[src/rtl/cola_comandos.sv]
// rtl/cola_comandos.sv - button synchroniser/debouncer, command encoder and command queue
module cola_comandos #(
    parameter int DEBOUNCE_CYCLES = 1000000,
    parameter int CNT_W           = 20,
    parameter int DEPTH           = 4
) (
    input  logic       clk,
    input  logic       rst,
    input  logic       arriba,
    input  logic       abajo,
    input  logic       izquierda,
    input  logic       derecha,
    input  logic       pausa,
    input  logic       LE,
    output logic [2:0] comando,
    output logic       vacia,
    output logic       llena,
    output logic       descartado
);
    localparam int PW = $clog2(DEPTH);

    // bit order: 0 arriba, 1 abajo, 2 izquierda, 3 derecha, 4 pausa
    logic [4:0]       raw, sync1, sync2, deb, deb_q, ev;
    logic [CNT_W-1:0] cnt [5];
    logic [PW:0]      wr, rd, wr_last;
    logic [2:0]       mem [DEPTH];
    logic [2:0]       code;
    logic             multi, dup, want, pop, push, drop;

    assign raw = {pausa, derecha, izquierda, abajo, arriba};

    always_ff @(posedge clk or posedge rst) begin
        if (rst) begin
            sync1 <= '0;
            sync2 <= '0;
            deb   <= '0;
            deb_q <= '0;
            for (int i = 0; i < 5; i++) cnt[i] <= '0;
        end else begin
            sync1 <= raw;
            sync2 <= sync1;
            deb_q <= deb;
            for (int i = 0; i < 5; i++) begin
                if (sync2[i] == deb[i]) begin
                    cnt[i] <= '0;
                end else if (cnt[i] == CNT_W'(DEBOUNCE_CYCLES - 1)) begin
                    deb[i] <= sync2[i];
                    cnt[i] <= '0;
                end else begin
                    cnt[i] <= cnt[i] + 1'b1;
                end
            end
        end
    end

    assign ev      = deb & ~deb_q;
    assign multi   = (ev & (ev - 5'd1)) != 5'd0;
    assign wr_last = wr - (PW + 1)'(1);

    always_comb begin
        code = 3'd0;
        if (ev[4])      code = 3'd5;
        else if (ev[0]) code = 3'd1;
        else if (ev[1]) code = 3'd2;
        else if (ev[2]) code = 3'd3;
        else if (ev[3]) code = 3'd4;
    end

    // pause is never filtered so pause/resume pairs always reach the state machine
    assign dup  = !vacia && (code != 3'd5) && (code == mem[wr_last[PW-1:0]]);
    assign want = (code != 3'd0) && !dup;
    assign pop  = !LE && !vacia;
    assign push = want && (!llena || pop);
    assign drop = multi || (want && llena && !pop);

    always_ff @(posedge clk or posedge rst) begin
        if (rst) begin
            wr         <= '0;
            rd         <= '0;
            descartado <= 1'b0;
        end else begin
            if (push) wr <= wr + 1'b1;
            if (pop)  rd <= rd + 1'b1;
            descartado <= drop;
        end
    end

    always_ff @(posedge clk) begin
        if (push) mem[wr[PW-1:0]] <= code;
    end

    assign vacia   = (wr == rd);
    assign llena   = (wr[PW] != rd[PW]) && (wr[PW-1:0] == rd[PW-1:0]);
    assign comando = vacia ? 3'd0 : mem[rd[PW-1:0]];
endmodule

[config.mk]
export PLATFORM = sky130hd
export DESIGN_NAME = cola_comandos
export DESIGN_NICKNAME = d
export VERILOG_FILES = /design/src/rtl/cola_comandos.sv
export SDC_FILE = /design/constraint.sdc
export NUM_CORES = 1
export LEC_CHECK = 0
export CORE_MARGIN = 2
export CORE_UTILIZATION = 45
export CTS_CLUSTER_DIAMETER = 40
export DETAILED_ROUTE_END_ITERATION = 12
export REMOVE_ABC_BUFFERS = 1
export SLEW_MARGIN = 15
export SYNTH_ARGS = -nofsm -noshare
export SYNTH_HDL_FRONTEND = slang
export SYNTH_SLANG_ARGS = --single-unit
[constraint.sdc]
create_clock -name clk -period 10.9 [get_ports clk]
set_clock_uncertainty 0.15 [all_clocks]
set_input_delay 1.635 -clock clk [delete_from_list [all_inputs] [get_ports clk]]
set_output_delay 1.635 -clock clk [all_outputs]
set_load 0.01 [all_outputs]
Yosys cells after proc, flatten, opt, wreduce, memory -nomap -nowiden --
Memories as Yosys holds them, arrays and structs flattened. Cells that the tools add are included.
Operators by class: reduce and logical (&&, ||, !) cells 22, add/subtract/negate cells 9, bitwise operators 8, eq/ne operators 15, mux-type cells 18
Operators by type and width (number):
- two-way mux 20 bit | 10
- adder 20 x 1 -> 20 bit, second input constant | 5
- == test 20 bit, second input constant | 5
- two-way mux 3 bit | 6
- bitwise AND 5 bit | 2
- AND reduction 2 bit | 5
- logical AND 1 bit | 8
- adder 3 x 1 -> 3 bit, second input constant | 2
- == test 3 bit | 2
- == test 1 bit | 5
- logical NOT 1 bit | 5
- NOT 1 bit | 5
- NOT 5 bit | 1
- nonzero test 5 bit | 1
- subtractor 5 x 1 -> 5 bit, second input constant | 1
- != test 3 bit, second input constant | 1
- nonzero test 3 bit | 1
- == test 2 bit | 1
- logical OR 1 bit | 2
- two-way mux 1 bit | 2
- subtractor 2 x 1 -> 2 bit, second input constant | 1
- != test 1 bit | 1
Storage, ports and cells: bits of input ports 8, memory bits (writable) 12, memories kept 1, word-level logic and storage cells 89, register bits 127, output and inout bits 6
Memory list:
- mem | words 4, width 3, read ports 2, clocked after memory_dff 0, write ports 1, line 26 | logic [2:0] mem [DEPTH];

Longest topological paths before layout --
depth after elaboration 15, depth in mapped cells 9

Worst setup path after synthesis --
No wires, ideal clock.
path type reg2out, from reg rd[0], to out comando[0], setup slack 7491 ps, required time 9115 ps, buffers on the path 1, arrival time 1624 ps, stages on the path, launching flop included 5, path through dfrtp_1 -> clkbuf_1 -> xor2_1 -> nor3b_1 -> nor2b_1
On the way: word-level cells in the longest chain between the ends 2, elaborated cells between the ends (all ways) 3, classes of those cells eq/ne: 1; mux: 1; memory: 1
Ends and longest elaborated chain:
- from (decl) | line 25 | logic [PW:0] wr, rd, wr_last;
- from (signal assigned) | line 83 | if (pop) rd <= rd + 1'b1;
- == test 3 bit | line 92 | assign vacia = (wr == rd);
- via vacia | line 16 | output logic vacia,
- two-way mux 3 bit | line 94 | assign comando = vacia ? 3'd0 : mem[rd[PW-1:0]];
- to (decl) | line 15 | output logic [2:0] comando,
The timed path passes the listed nets, and every way through them passes these cells.

Worst setup path in the final report --
from reg wr[0], to out vacia
On the way: word-level cells in the longest chain between the ends 1
Ends and longest elaborated chain:
- from (decl) | line 25
- from (signal assigned) | line 82 | if (push) wr <= wr + 1'b1;
- == test 3 bit | line 92
- to (decl) | line 16
No other way between the ends.

==> impl_results.md <==
* Post-Synthesis Cell Area at 0.00638 mm^2
* CTS buffer count at 17
* Die width at 123 um
* HPWL Detailed at 7470 um
* Met2 routed WL at 5150 um
* Fin. max-slew vios at 0
* P_leak at 3.14 nW
* Post-synth top area cell: dfrtp_1
* Root Driver: clkbuf_16
* Max cap viols at 0
* Routability cong. at 0.757
* Worst-Skew Late Latency at 0.41 ns
* Synth Area in Compound Gates at 0.0220
* Final Critical Period at 4.38 ns
* Final ANT Viol Nets at 0
* Drt wl/cell at 13.4 um
* Fin. Hold Viols at 0
* Drt pass-1 iters at 4
* Hold path depth at 0
* Fmax at 229 MHz
* Largest net degree at the start of global routing at 70
* Worst path slowest cell: nor3b_1
* Area added between synthesis and finish at 13.8%
* Initial antenna violation count at 0
* Worst Path Max Fanout at 7
* Diode count at 0
* Post-Synth Adder-Cell Area at 0.0196
* Kind of critical path: reg -> out
* Cts hold-fix bufs at 0
* Tot GR Track Use at 0.161
* Setup TNS at 0 ns
* CP required at 9.12 ns
* Fraction of layout cells with a size suffix above 1 at 0.0837
* Synth top area share at 0.498
* Library cell with the highest instance count after synthesis: dfrtp_1
* Post-CTS Setup Bufs at 0
* Worst setup EP type: primary output
* Die area at 0.0152 mm^2
* Measured slew at the worst slew-check pin at 1.13 ns
* TritonCTS clock tree: done
* Post-Synth Simple-Gate Area at 0.224
* Status: finished, final reports clean
* Routed met3 length at 318 um
* Vias/cell at 5.12
* Main synth FF type: dfrtp_1
* Final period utilization at 0.401
* Worst path arrival time at 2.59 ns
* Initial Utilization at 0.460
* EDFF count, synth at 12
* Cell family with most CP delay: simple AND/OR/NAND/NOR gates
* Mapped Cells at 596
* Uppermost routed layer: met4
* CP Depth at 3
* Clock buffer depth at 2
* Final count of negative-setup-slack endpoints at 0
* Startpoint Class: flip-flop
* Main combinational cell family by area after synthesis: simple AND/OR/NAND/NOR gates
* Netlist cell types at 37
* Clock transition at path regs at 0.05 ns
* Top post-synthesis cells by count: dfrtp_1 (127), nor2_1 (111), xor2_1 (71), nand2_1 (52), nand3_1 (44)
* # DRC at 0
* Number of synthesized register bits at 139
* HP Class: reg -> reg
* Worst vdd ir at 101 uV
* Post_cts resized at 0
* Max transition margin at 0.238
* Ys Warns at 0
* Seq/Total Area, Yosys at 0.554
* R2R depth at 8
* Die height at 123 um
* PortBufs at 13
* Detailed-route via count at 4159
* Vias in the first global route at 4122
* Total power per unit cell area at 158 mW/mm^2
* Syn Area/Cell at 10.7 um^2
* CP peak stage delay at 0.76 ns
* Fraction of registers with async set/reset at 0.914
* Core ar. at 0.0139 mm^2
* RSZ-0062 raised after global routing: false
* Nets at 638
* Clk sink count at 139
* Mux cell area share after synthesis at 0.0341
* Cell row count at 43
* H-tree depth at 4
* WL final at 10900 um
* Placed insts at 781
* I/O pins at 14
* Post-synthesis xor/xnor area fraction at 0.133
* Buffers & Inverters on Critical Path at 1
* Met1 WL at 5240 um
* First-pass GRT wire length at 19100 um
* Final non-filler cell total at 813
* Cell Chain, Critical Path: xor2_1 > nor3b_1 > clkdlybuf4s50_1
* Iteration-0 DRC Markers at 165
* Ranking of synthesized cells by area: dfrtp_1 (50%), xor2_1 (9.7%), nor2_1 (6.5%)
* GR Overflow Total at 0
==> cell type report <==
cell class                      instances  area, um^2
Fill cell                            1253        6620
Sequential cell                       139        3540
Multi-Input combinational cell        438        2770
Clock buffer                           24         482
Tap cell                              180         225
Timing Repair Buffer                   14         138
Clock inverter                          8        67.6
Inverter                               10        40.0
==> stage by stage <==
step | instance area, um^2 | hold WS [ns] | setup WS, ns | power [mW] | utilization
after global routing | 7260 | 0.217 | 6.39 | 1.20 | 0.523
after global placement | 6710 | 0.186 | 7.06 | 0.624 | 0.483
after CTS | 7260 | 0.212 | 6.49 | 1.16 | 0.523
after floorplan | 6340 | 0.181 | 5.73 | 0.604 | -
final | 7260 | 0.205 | 6.52 | 1.15 | 0.523
after detailed placement | 6710 | 0.195 | 6.96 | 0.627 | 0.483
==> sequential cells by signal, indices dropped and copies added (netlist names) <==
| register | flops |
|---|---|
| cnt | 100 |
| mem | 12 |
| deb | 5 |
| sync2 | 5 |
| deb_q | 5 |
| rd | 3 |
| descartado | 1 |
| wr | 3 |
| sync1 | 5 |
==> path summary, 6_finish.rpt <==
check,start,to,slack (ns)
max in group asynchronous,rst,cnt[51],7.76
min,sync1[3],sync2[3],0.20
min reg2reg,sync1[3],sync2[3],0.20
min in group asynchronous,rst,sync1[1],1.53
max reg2reg,wr[0],mem[1][0],7.54
max,wr[0],vacia,6.52
==> power breakdown <==
| group | switching, mW | internal (mW) |
|---|---|---|
| Clock | 0.202 | 0.329 |
| Sequential | 0.0160 | 0.534 |
| Combinational | 0.0355 | 0.0304 |
| Total | 0.254 | 0.894 |
==> per-layer routing <==
| metal | global-route usage | vias up |
|---|---|---|
| met1 | 0.211 | 2013 |
| met3 | 0.0401 | 14 |
| met5 | 0 | - |
| li1 | - | 2077 |
| met2 | 0.258 | 55 |
| met4 | 0.0661 | 0 |
==> cells in the final DEF (no fill, tap or decap), types with 2 or more instances in the layout <==
cell type        count
clkbuf_1             4
o21ai_0             10
clkinv_2             6
or3_1               11
edfxtp_1            12
and4_1               5
xnor2_1             26
or2_2                7
clkdlybuf4s50_1     13
nor4b_1              4
nor2_1             111
ha_1                10
nand3_1             44
and2_1               3
inv_1                9
nor2b_1              7
a21oi_1              7
clkbuf_8             3
xor2_1              71
clkbuf_16           17
nand2b_1             5
nand2_1             52
and3_1              12
mux4_2               6
nor3b_1              2
nand4b_1             4
nor3_1               2
nor4_1              10
mux2_2               6
nand4_1             14
dfrtp_1            127
==> kinds of logic (layout without fill, tap and decap cells) <==
family / Yosys count / in the layout
xor gates and xnor gates: 97 / 97
buffers and inverters: 19 / 56
muxes: 13 / 13
AOI/OAI and AO/OA: 21 / 21
adders and majority gates: 10 / 10
DFF: 139 / 139
and+or+nand+nor: 297 / 297
==> worst register-to-register path, delay by kind of cell, from the launching register on <==
| family | cells | cell delay [ns] |
|---|---|---|
| multiplexers | 1 | 0.37 |
| adder cells (fa/ha/maj) | 1 | 0.42 |
| buffers and inverters | 1 | 0.16 |
| flip-flops | 1 | 0.56 |
| AND/OR/NAND/NOR | 3 | 0.70 |
| AO/OA/AOI/OAI | 2 | 0.74 |
Power figures use the tool's default switching activity.
